<file path="config.mk">
export PLATFORM = sky130hd
export DESIGN_NAME = keypad_scan_debounce_flat
export DESIGN_NICKNAME = d
export VERILOG_FILES = /design/src/rtl/keypad_scan_debounce_pkg.sv /design/src/rtl/keypad_scan_debounce_if.sv /design/src/rtl/keypad_scan_debounce_col_sync.sv /design/src/rtl/keypad_scan_debounce.sv /design/src/flat_wrapper.sv
export SDC_FILE = /design/constraint.sdc
export NUM_CORES = 1
export LEC_CHECK = 0
export CAP_MARGIN = 25
export CORE_UTILIZATION = 45
export DETAILED_ROUTE_END_ITERATION = 6
export SLEW_MARGIN = 20
export SYNTH_ARGS = -nofsm -noshare
export SYNTH_HDL_FRONTEND = slang
export SYNTH_HIERARCHICAL = 1
export SYNTH_SLANG_ARGS = --single-unit
export TNS_END_PERCENT = 10
</file>
<file path="constraint.sdc">
create_clock -name int_osc -period 4.9 [get_ports int_osc]
set_clock_uncertainty 0.2 [all_clocks]
set_input_delay 1.225 -clock int_osc [delete_from_list [all_inputs] [get_ports int_osc]]
set_output_delay 1.225 -clock int_osc [all_outputs]
set_load 0.01 [all_outputs]
</file>
<file path="src/rtl/keypad_scan_debounce_pkg.sv">
// Shared types and helpers for the keypad scan/debounce front end.
package keypad_pkg;

  typedef enum logic [1:0] {
    SCAN       = 2'd0,
    DEBOUNCE   = 2'd1,
    HELD       = 2'd2,
    RELEASE_DB = 2'd3
  } kp_state_t;

  localparam logic [3:0] KEY_STAR = 4'hE;
  localparam logic [3:0] KEY_HASH = 4'hF;

  // Rows 0-2 carry digits 1-9 left to right; row 3 is {*, 0, #}.
  function automatic logic [3:0] kp_decode(input logic [1:0] row, input logic [1:0] col);
    logic [3:0] code;
    if (row == 2'd3) begin
      case (col)
        2'd0:    code = KEY_STAR;
        2'd1:    code = 4'h0;
        default: code = KEY_HASH;
      endcase
    end else begin
      code = {2'b00, row} * 4'd3 + {2'b00, col} + 4'd1;
    end
    return code;
  endfunction

endpackage

</file>
<file path="src/rtl/keypad_scan_debounce_if.sv">
// Keypad matrix and key-event signals between the scanner and its neighbours.
interface keypad_scan_debounce_if;
  logic [2:0] col;
  logic [3:0] r_sel;
  logic [3:0] key_code;
  logic       key_valid;
  logic       key_held;

  modport master (input col, output r_sel, output key_code, output key_valid, output key_held);
  modport slave  (output col, input r_sel, input key_code, input key_valid, input key_held);
endinterface

</file>
<file path="src/rtl/keypad_scan_debounce_col_sync.sv">
// Two-flop synchronizer for asynchronous inputs; idles at all-ones (released).
module col_sync #(
  parameter int W = 3
) (
  input  logic         clk,
  input  logic         rst_n,
  input  logic [W-1:0] d,
  output logic [W-1:0] q
);

  logic [W-1:0] meta;

  // Two back-to-back flops to settle metastability before use.
  always_ff @(posedge clk or negedge rst_n) begin
    if (!rst_n) begin
      meta <= '1;
      q    <= '1;
    end else begin
      meta <= d;
      q    <= meta;
    end
  end

endmodule

</file>
<file path="src/rtl/keypad_scan_debounce.sv">
// 4x3 keypad row scanner with press/release debounce; one event per physical press.
module keypad_scan_debounce
  import keypad_pkg::*;
#(
  parameter int SCAN_DIV  = 12000,
  parameter int DB_CYCLES = 240000
) (
  input  logic                   int_osc,
  input  logic                   reset,
  keypad_scan_debounce_if.master kp
);

  localparam int DW = (SCAN_DIV > 1) ? $clog2(SCAN_DIV) : 1;
  localparam int CW = $clog2(DB_CYCLES + 1);
  localparam logic [DW-1:0] DWELL_LAST = DW'(SCAN_DIV - 1);
  localparam logic [CW-1:0] DB_LAST    = CW'(DB_CYCLES - 1);

  kp_state_t     state_q, state_d;
  logic [1:0]    row_q, row_d;
  logic [DW-1:0] dwell_q, dwell_d;
  logic [CW-1:0] db_q, db_d;
  logic [2:0]    pat_q, pat_d;
  logic [1:0]    colidx_q, colidx_d;
  logic [3:0]    r_sel_q, code_q, code_d;
  logic          valid_q, valid_d, held_q, held_d;
  logic          accept;
  logic          one_low;
  logic [1:0]    hit_idx;
  logic [2:0]    col_s;

  col_sync #(.W(3)) u_col_sync (
    .clk   (int_osc),
    .rst_n (reset),
    .d     (kp.col),
    .q     (col_s)
  );

  // State register: FSM, counters and all registered outputs.
  always_ff @(posedge int_osc or negedge reset) begin
    if (!reset) begin
      state_q  <= SCAN;
      row_q    <= 2'd0;
      dwell_q  <= '0;
      db_q     <= '0;
      pat_q    <= 3'b111;
      colidx_q <= 2'd0;
      r_sel_q  <= 4'b1110;
      code_q   <= 4'h0;
      valid_q  <= 1'b0;
      held_q   <= 1'b0;
    end else begin
      state_q  <= state_d;
      row_q    <= row_d;
      dwell_q  <= dwell_d;
      db_q     <= db_d;
      pat_q    <= pat_d;
      colidx_q <= colidx_d;
      r_sel_q  <= ~(4'b0001 << row_d);
      code_q   <= code_d;
      valid_q  <= valid_d;
      held_q   <= held_d;
    end
  end

  // Next state: scan dwell, press/release debounce, row advance on exit.
  always_comb begin
    state_d  = state_q;
    row_d    = row_q;
    dwell_d  = dwell_q;
    db_d     = db_q;
    pat_d    = pat_q;
    colidx_d = colidx_q;
    accept   = 1'b0;
    one_low  = 1'b1;
    hit_idx  = 2'd0;
    case (col_s)
      3'b110:  hit_idx = 2'd0;
      3'b101:  hit_idx = 2'd1;
      3'b011:  hit_idx = 2'd2;
      default: one_low = 1'b0;
    endcase
    case (state_q)
      SCAN: begin
        if (dwell_q == DWELL_LAST) begin
          dwell_d = '0;
          if (one_low) begin
            state_d  = DEBOUNCE;
            pat_d    = col_s;
            colidx_d = hit_idx;
            db_d     = '0;
          end else begin
            row_d = row_q + 2'd1;
          end
        end else begin
          dwell_d = dwell_q + 1'b1;
        end
      end
      DEBOUNCE: begin
        if (col_s == pat_q) begin
          if (db_q == DB_LAST) begin
            state_d = HELD;
            db_d    = '0;
            accept  = 1'b1;
          end else begin
            db_d = db_q + 1'b1;
          end
        end else begin
          state_d = SCAN;
          row_d   = row_q + 2'd1;
          dwell_d = '0;
          db_d    = '0;
        end
      end
      HELD: begin
        if (col_s == 3'b111) begin
          state_d = RELEASE_DB;
          db_d    = '0;
        end
      end
      default: begin
        if (col_s == 3'b111) begin
          if (db_q == DB_LAST) begin
            state_d = SCAN;
            row_d   = row_q + 2'd1;
            dwell_d = '0;
            db_d    = '0;
          end else begin
            db_d = db_q + 1'b1;
          end
        end else begin
          state_d = HELD;
          db_d    = '0;
        end
      end
    endcase
  end

  // Output decode: strobe and code on acceptance, held while a key is down.
  always_comb begin
    valid_d = accept;
    held_d  = (state_d == HELD) || (state_d == RELEASE_DB);
    code_d  = accept ? kp_decode(row_q, colidx_q) : code_q;
  end

  assign kp.r_sel     = r_sel_q;
  assign kp.key_code  = code_q;
  assign kp.key_valid = valid_q;
  assign kp.key_held  = held_q;

endmodule

</file>
<file path="src/flat_wrapper.sv">
// flat-port wrapper written by rule: the top's interface ports become plain ports
module keypad_scan_debounce_flat import keypad_pkg::*;
#(
  parameter int SCAN_DIV  = 12000,
  parameter int DB_CYCLES = 240000
)
  (int_osc, reset, kp_col, kp_r_sel, kp_key_code, kp_key_valid, kp_key_held);
  keypad_scan_debounce_if kp_i ();
  input  logic int_osc;
  input  logic reset;
  input wire logic [$bits(kp_i.col)-1:0] kp_col;
  output wire logic [$bits(kp_i.r_sel)-1:0] kp_r_sel;
  output wire logic [$bits(kp_i.key_code)-1:0] kp_key_code;
  output wire logic [$bits(kp_i.key_valid)-1:0] kp_key_valid;
  output wire logic [$bits(kp_i.key_held)-1:0] kp_key_held;
  assign kp_i.col = kp_col;
  assign kp_r_sel = kp_i.r_sel;
  assign kp_key_code = kp_i.key_code;
  assign kp_key_valid = kp_i.key_valid;
  assign kp_key_held = kp_i.key_held;
  keypad_scan_debounce #(.SCAN_DIV(SCAN_DIV), .DB_CYCLES(DB_CYCLES)) u_core (.int_osc(int_osc), .reset(reset), .kp(kp_i));
endmodule
</file>
Word level (Yosys, flattened, before mapping)
Cells that the tools add are included.
{ "classes": {"eq_ne": 17, "multipliers": 1, "muxes": 33, "addsub": 5, "n_shift": 1, "reduce_logical": 9, "n_bitwise": 2} }
{ "ops": {"columns": ["cell", "n"], "rows": [
  ["$mux W18", 6],
  ["$mux W14", 4],
  ["$pmux W18 S3", 1],
  ["$pmux W14 S3", 1],
  ["$mux W2", 12],
  ["$add A18 B1 Y18 const B", 1],
  ["$eq A18 B18 Y1 const B", 1],
  ["$add A14 B1 Y14 const B", 1],
  ["$eq A14 B14 Y1 const B", 1],
  ["$pmux W2 S3", 2],
  ["$eq A3 B3 Y1 const B", 3],
  ["$eq A2 B2 Y1 const B", 4],
  ["$pmux W4 S2", 1],
  ["$ne A2 B1 Y1 const B", 3],
  ["$reduce_and A3 Y1", 2],
  ["$reduce_bool A3 Y1", 2],
  ["$add A4 B1 Y4 const B", 1],
  ["$add A4 B2 Y4", 1],
  ["$eq A2 B1 Y1 const B", 2],
  ["$logic_not A2 Y1", 2],
  ["$mul A2 B2 Y4 const B", 1],
  ["$mux W1", 4],
  ["$mux W4", 1],
  ["$not A4 Y4", 1],
  ["10 further kinds", 10]
]} }
{ "totals": {"elab_cells": 80, "out_inout_bits": 10, "inputBits": 5, "regBits": 57} }

Longest topological paths before layout
{ "logic_depth": {"word_depth": 8, "depth_mapped": 8, "depth_no_buf": 6} }

Hierarchy
Netlist, hierarchy kept.
{ "modules_own_cells": {"columns": ["mod", "seq_area_each_um2", "area_each_um2", "n_inst", "cells_per_inst"], "rows": [
  ["keypad_scan_debounce", 1258.7, 2936.6, 1, 311],
  ["col_sync", 157.7, 157.7, 1, 6]
]} }

Worst setup path after synthesis
No wires, ideal clock.
{ "synth_path": {"path_kind": "reg-to-reg", "from": "register u_core.u_col_sync.q[1]", "to": "register u_core.db_q[5]", "path_stages_with_launch": 8, "t_required_ns": 4.618, "synth_period_minus_slack_ns": 2.250, "t_arrival_ns": 1.968, "path_buffers": 2, "slack_ns": 2.650, "cell_sequence": "dfstp_2 > buf_2 > xor2_1 > or4_4 > a221oi_4 > buf_6 > nand2_1 > a31oi_1"} }
{ "synth_between": {"elab_chain_cells": 5, "word_cells_on_any_way": 13} }
{ "synth_lines": {"columns": ["item", "line_no", "rtl"], "rows": [
  ["start: declaration", "keypad_scan_debounce_col_sync.sv:8", "output logic [W-1:0] q"],
  ["start signal: assignment", "keypad_scan_debounce_col_sync.sv:20", "q <= meta;"],
  ["$eq A3 B3 Y1 / $eq A3 B2 Y1 (equally long branches)", "keypad_scan_debounce.sv:76", "case (col_s)"],
  ["$reduce_or A3 Y1 (no source line)", null, null],
  ["$mux W1", "keypad_scan_debounce.sv:76", null],
  ["$ne A2 B1 Y1 (no source line)", null, null],
  ["$reduce_and A3 Y1 (no source line)", null, null],
  ["end signal: assignment", "keypad_scan_debounce.sv:44", "db_q <= '0;"],
  ["end signal: assignment", "keypad_scan_debounce.sv:55", "db_q <= db_d;"],
  ["end: declaration", "keypad_scan_debounce.sv:21", "logic [CW-1:0] db_q, db_d;"]
]} }
Parallel ways exist; a longest one is shown, timed or not.
A chain may end at the register's enable or synchronous reset.

Final worst setup path
{ "layout_path": {"from": "register u_core.held_q, in the netlist u_core/kp.key_held", "to": "output kp_key_held"} }
{ "layout_lines": {"columns": ["item", "line_no", "rtl"], "rows": [
  ["start: declaration", "keypad_scan_debounce.sv:25", "logic valid_q, valid_d, held_q, held_d;"],
  ["start signal: assignment", "keypad_scan_debounce.sv:61", "held_q <= held_d;"],
  ["end: declaration", "flat_wrapper.sv:15", "output wire logic [$bits(kp_i.key_held)-1:0] kp_key_held;"]
]} }
No word-level cell between the ends.

==> metrics list <==
- Cells after DPL: 397
- Detailed router's first-iteration violation count: between 100 and 150
- Share of post-route cells with drive strength above 1: 0.113
* Final nets: 340
- For this design, the CTS-stage hold fixing added 0 buffers.
- By startpoint and endpoint, the worst setup path is classified as flop to primary output.
- Total global routing track utilization: 0.185
- Routability-driven placement congestion ratio: ~0.78
- Total stage count of the critical path: 1
* Number of setup violations in the final report: 0
* Standard cell core area: approximately 6500 sq um
* Vias per inst: 5.96
* Worst hold margin: between 0.15 and 0.2 ns
* Kind of cell adding the most delay to the critical path: buffers and inverters
- Yosys Warn Count: 6
- In this run the number of H-tree levels came out at 2.
- Power spread over the standard cell area amounts to 223 nW/um^2.
- Fill cell count: 599
* Launch point of the worst reg-to-reg path: u_core/u_col_sync/q[1]
- After routing, the total negative slack on setup checks comes to 0 ns.
* Number of sinks on the clock net: between 50 and 60
* Standard cell with the maximum stage delay on the critical path: clkdlybuf4s50_1
- Prior to clock tree synthesis, the placed netlist has a worst setup slack of approximately 2.3 ns.
- Clock latency on the worst-skew pair, taken at its later pin, is approximately 0.30 ns.
* Total setup buffers inserted after CTS: 0
- Final period demand of the worst path: around 2.9 ns
- Violated checks: design-rule violations
- The worst register-to-register path has a depth of 5.
- Post-CTS clock slew at the launch and capture registers of the worst setup and hold paths: 0.10 ns
- Class of the most critical hold timing path: flop to flop
* Max-cap violation count: 0
- The first global-routing pass estimated roughly 11 mm of wire.
* Post-Synthesis Net Count: 330
* Count of flip-flops with a built-in enable after synthesis: 0
- Largest stage delay on the critical path: ~0.61 ns
- Kind of start point of the critical path: flop
- Peak supply drop: 123 uV
* Required time reported for the critical path endpoint: about 3.5 ns
- The root buffer cell chosen for the clock tree is clkbuf_8.
- Most used cells in the layout excluding fill and tap cells: 44 x dfrtp_1, 33 x nand2_1, 21 x a21oi_1
* Leakage dissipation: 0.00146 uW
* GR Overflow Total: 0
- The die is 84.9 microns tall.
* Sequential cell area fraction in the yosys report: 0.458
- In this run the worst path has a maximum fanout of 13.
* Dpl cell area: ~3300 sq um
- The library cell used most frequently in the layout, excluding fill and tap cells, is dfrtp_1.
- Transition time of the tightest slew-check pin: 0.869 ns
- Unrepaired setup endpoints after global routing: no
- Dividing the detail-routed wire length by the instance count gives roughly 15 microns.
- Achievable Freq: 0.344 GHz
- The clock passes through at most 2 buffers.
- Measured against its own limit, the worst slew margin works out to 0.415.
- Type of element capturing the critical path: primary output
- Number of CTS-inserted buffers: 5
* Antenna Violating Nets Remaining: 0
- Initial Utilization: 0.476
* Count of mapped cells out of synthesis: around 320
* Fin. max-slew vios: 0
- Summing every instance area after synthesis gives ~3100 sq um.
- Length of the first detailed-routing pass in iterations: 6
- Setup slack of the worst register-to-register path: roughly 2.3 ns
* Period Utilization, post-route: 0.593
- Filler-free cell count of the finished design: 405
- The worst register-to-register path ends at u_core/db_q[16].
- Vias in the first global route: ~2300
- After synthesis, the share of flip-flops with an asynchronous set or reset is 1.00.
* Outcome: finished, violations left
* Critical path origin: u_core/kp.key_held
* Hold Vio Cnt, Final: 0
* Number of gates resized after CTS: 0
* Synth cell types: 57
- For this design the top-level I/O count stands at 15.
- Entering global routing, the biggest net connects between 50 and 60 pins.
* Number of remaining DRC errors: 1
* Cells traversed along the worst timing path: clkdlybuf4s50_1
- Setup slack on the critical path of the routed design comes to 2.00 ns.
* Die boundary width: approximately 85 microns
- The most critical setup path has its endpoint at kp_key_held.
- The number of antenna diodes in the final layout is 0.
* Buffering stage count on the worst path with inverters included: 1
- Buffers added on ports: 14
* Vias: 2413
- In this run the mean area of a mapped cell was ~10 sq um.
* Number of antenna violations at the first check in global routing: 0
- Floorplan die area: around 7200 sq um
- The floorplan has 29 rows.
- TritonCTS built the clock tree.
- Arr. time, crit path: 1.48 ns
* Top flip-flop cell by instance count after synthesis: dfrtp_1
* Synth Register Bits: 56
* Placed wire-length estimate after detailed placement: about 4.3 mm
- Post-detailed-routing wire length: around 6.1 mm
* Growth of design area from synthesis to finish: 9.34%
- Summing all non-filler instances in the final layout gives an area of around 3400 sq um.
-- routing by layer --
metal	part of all wire	global-route usage	wire length, microns
met1	0.52	0.267	3160
met4	0.0039	0.0339	24
met3	0.023	0.0321	143
met5	0	0	0
met2	0.45	0.296	2770
-- worst register-to-register path, cell delays in order (launching register included) --
cell,delay [ns]
dfstp_2,0.61
xor2_1,0.11
or4_4,0.56
a221oi_4,0.61
nor2_1,0.30
a21oi_1,0.19
-- registers in the layout (all words and copies together) (netlist names) --
name and count:
u_core/colidx_q 2, u_core/db_q 18, u_core/dwell_q 14, u_core/kp.key_code 4, u_core/kp.key_held 1, u_core/kp.key_valid 1
u_core/kp.r_sel 4, u_core/pat_q 3, u_core/row_q 2, u_core/state_q 1, u_core/u_col_sync/meta 3, u_core/u_col_sync/q 3
-- how the worst min path moves through the flow --
stage | to | slack, ns | startpoint | cells after the start
3_3_place_gp | u_core/u_col_sync/q[2] | 0.15 | u_core/u_col_sync/meta[2] | 0
6_report | u_core/u_col_sync/q[2] | 0.16 | u_core/u_col_sync/meta[2] | 0
4_1_cts | u_core/u_col_sync/q[2] | 0.16 | u_core/u_col_sync/meta[2] | 0
2_1_floorplan | u_core/u_col_sync/q[0] | 0.15 | u_core/u_col_sync/meta[0] | 0
5_1_grt | u_core/u_col_sync/q[2] | 0.17 | u_core/u_col_sync/meta[2] | 0
3_5_place_dp | u_core/u_col_sync/q[2] | 0.15 | u_core/u_col_sync/meta[2] | 0
-- area by class of cell --
cell class | instances | area, sq um | area share
Multi-Input combinational cell | 238 | 1590 | 0.469
Clock inverter | 2 | 13.8 | 0.00407
Clock buffer | 6 | 82.6 | 0.0244
Timing Repair Buffer | 16 | 150 | 0.0444
Tap cell | 77 | 96.3 | 0.0285
Sequential cell | 56 | 1420 | 0.419
Inverter | 10 | 37.5 | 0.0111
-- logic make-up (layout without fill, tap and decap cells) --
logic type	Yosys count	in the layout	share of synthesized area
fa+ha+maj	8	8	0.0372
flops	56	56	0.458
compound gates	89	89	0.195
mux	7	7	0.0243
simple gates	123	123	0.223
buf+inv	23	34	0.0319
xor+xnor	11	11	0.0311
-- power breakdown --
| part | leakage, uW | internal, uW | switching, uW | total, uW |
|---|---|---|---|---|
| Sequential | 0.000726 | 467 | 2.83 | 470 |
| Clock | 0.0000516 | 116 | 149 | 265 |
| Combinational | 0.000684 | 6.61 | 13.7 | 20.3 |
| Total | 0.00146 | 589 | 166 | 755 |
-- through the flow --
stage | utilization | total power [uW]
floorplan | - | 485
global placement | 0.505 | 499
detailed placement | 0.506 | 499
CTS | 0.521 | 770
global route | 0.521 | 789
finish | 0.521 | 755
-- cells in the mapped netlist, drive strengths merged (7+ instances only) --
master   n  share of area
dfrtp   44           0.36
nand2   33          0.040
a21oi   21          0.034
o21ai   18          0.029
nand3   15          0.024
a31oi   13          0.026
dfstp   12           0.10
nor2    12          0.015
inv     10          0.012
nand4    9          0.018
clkbuf   8          0.010
a22o     7          0.020
and3     7          0.014
xor2     7          0.020
No activity file was read; power rests on OpenSTA's default activity.
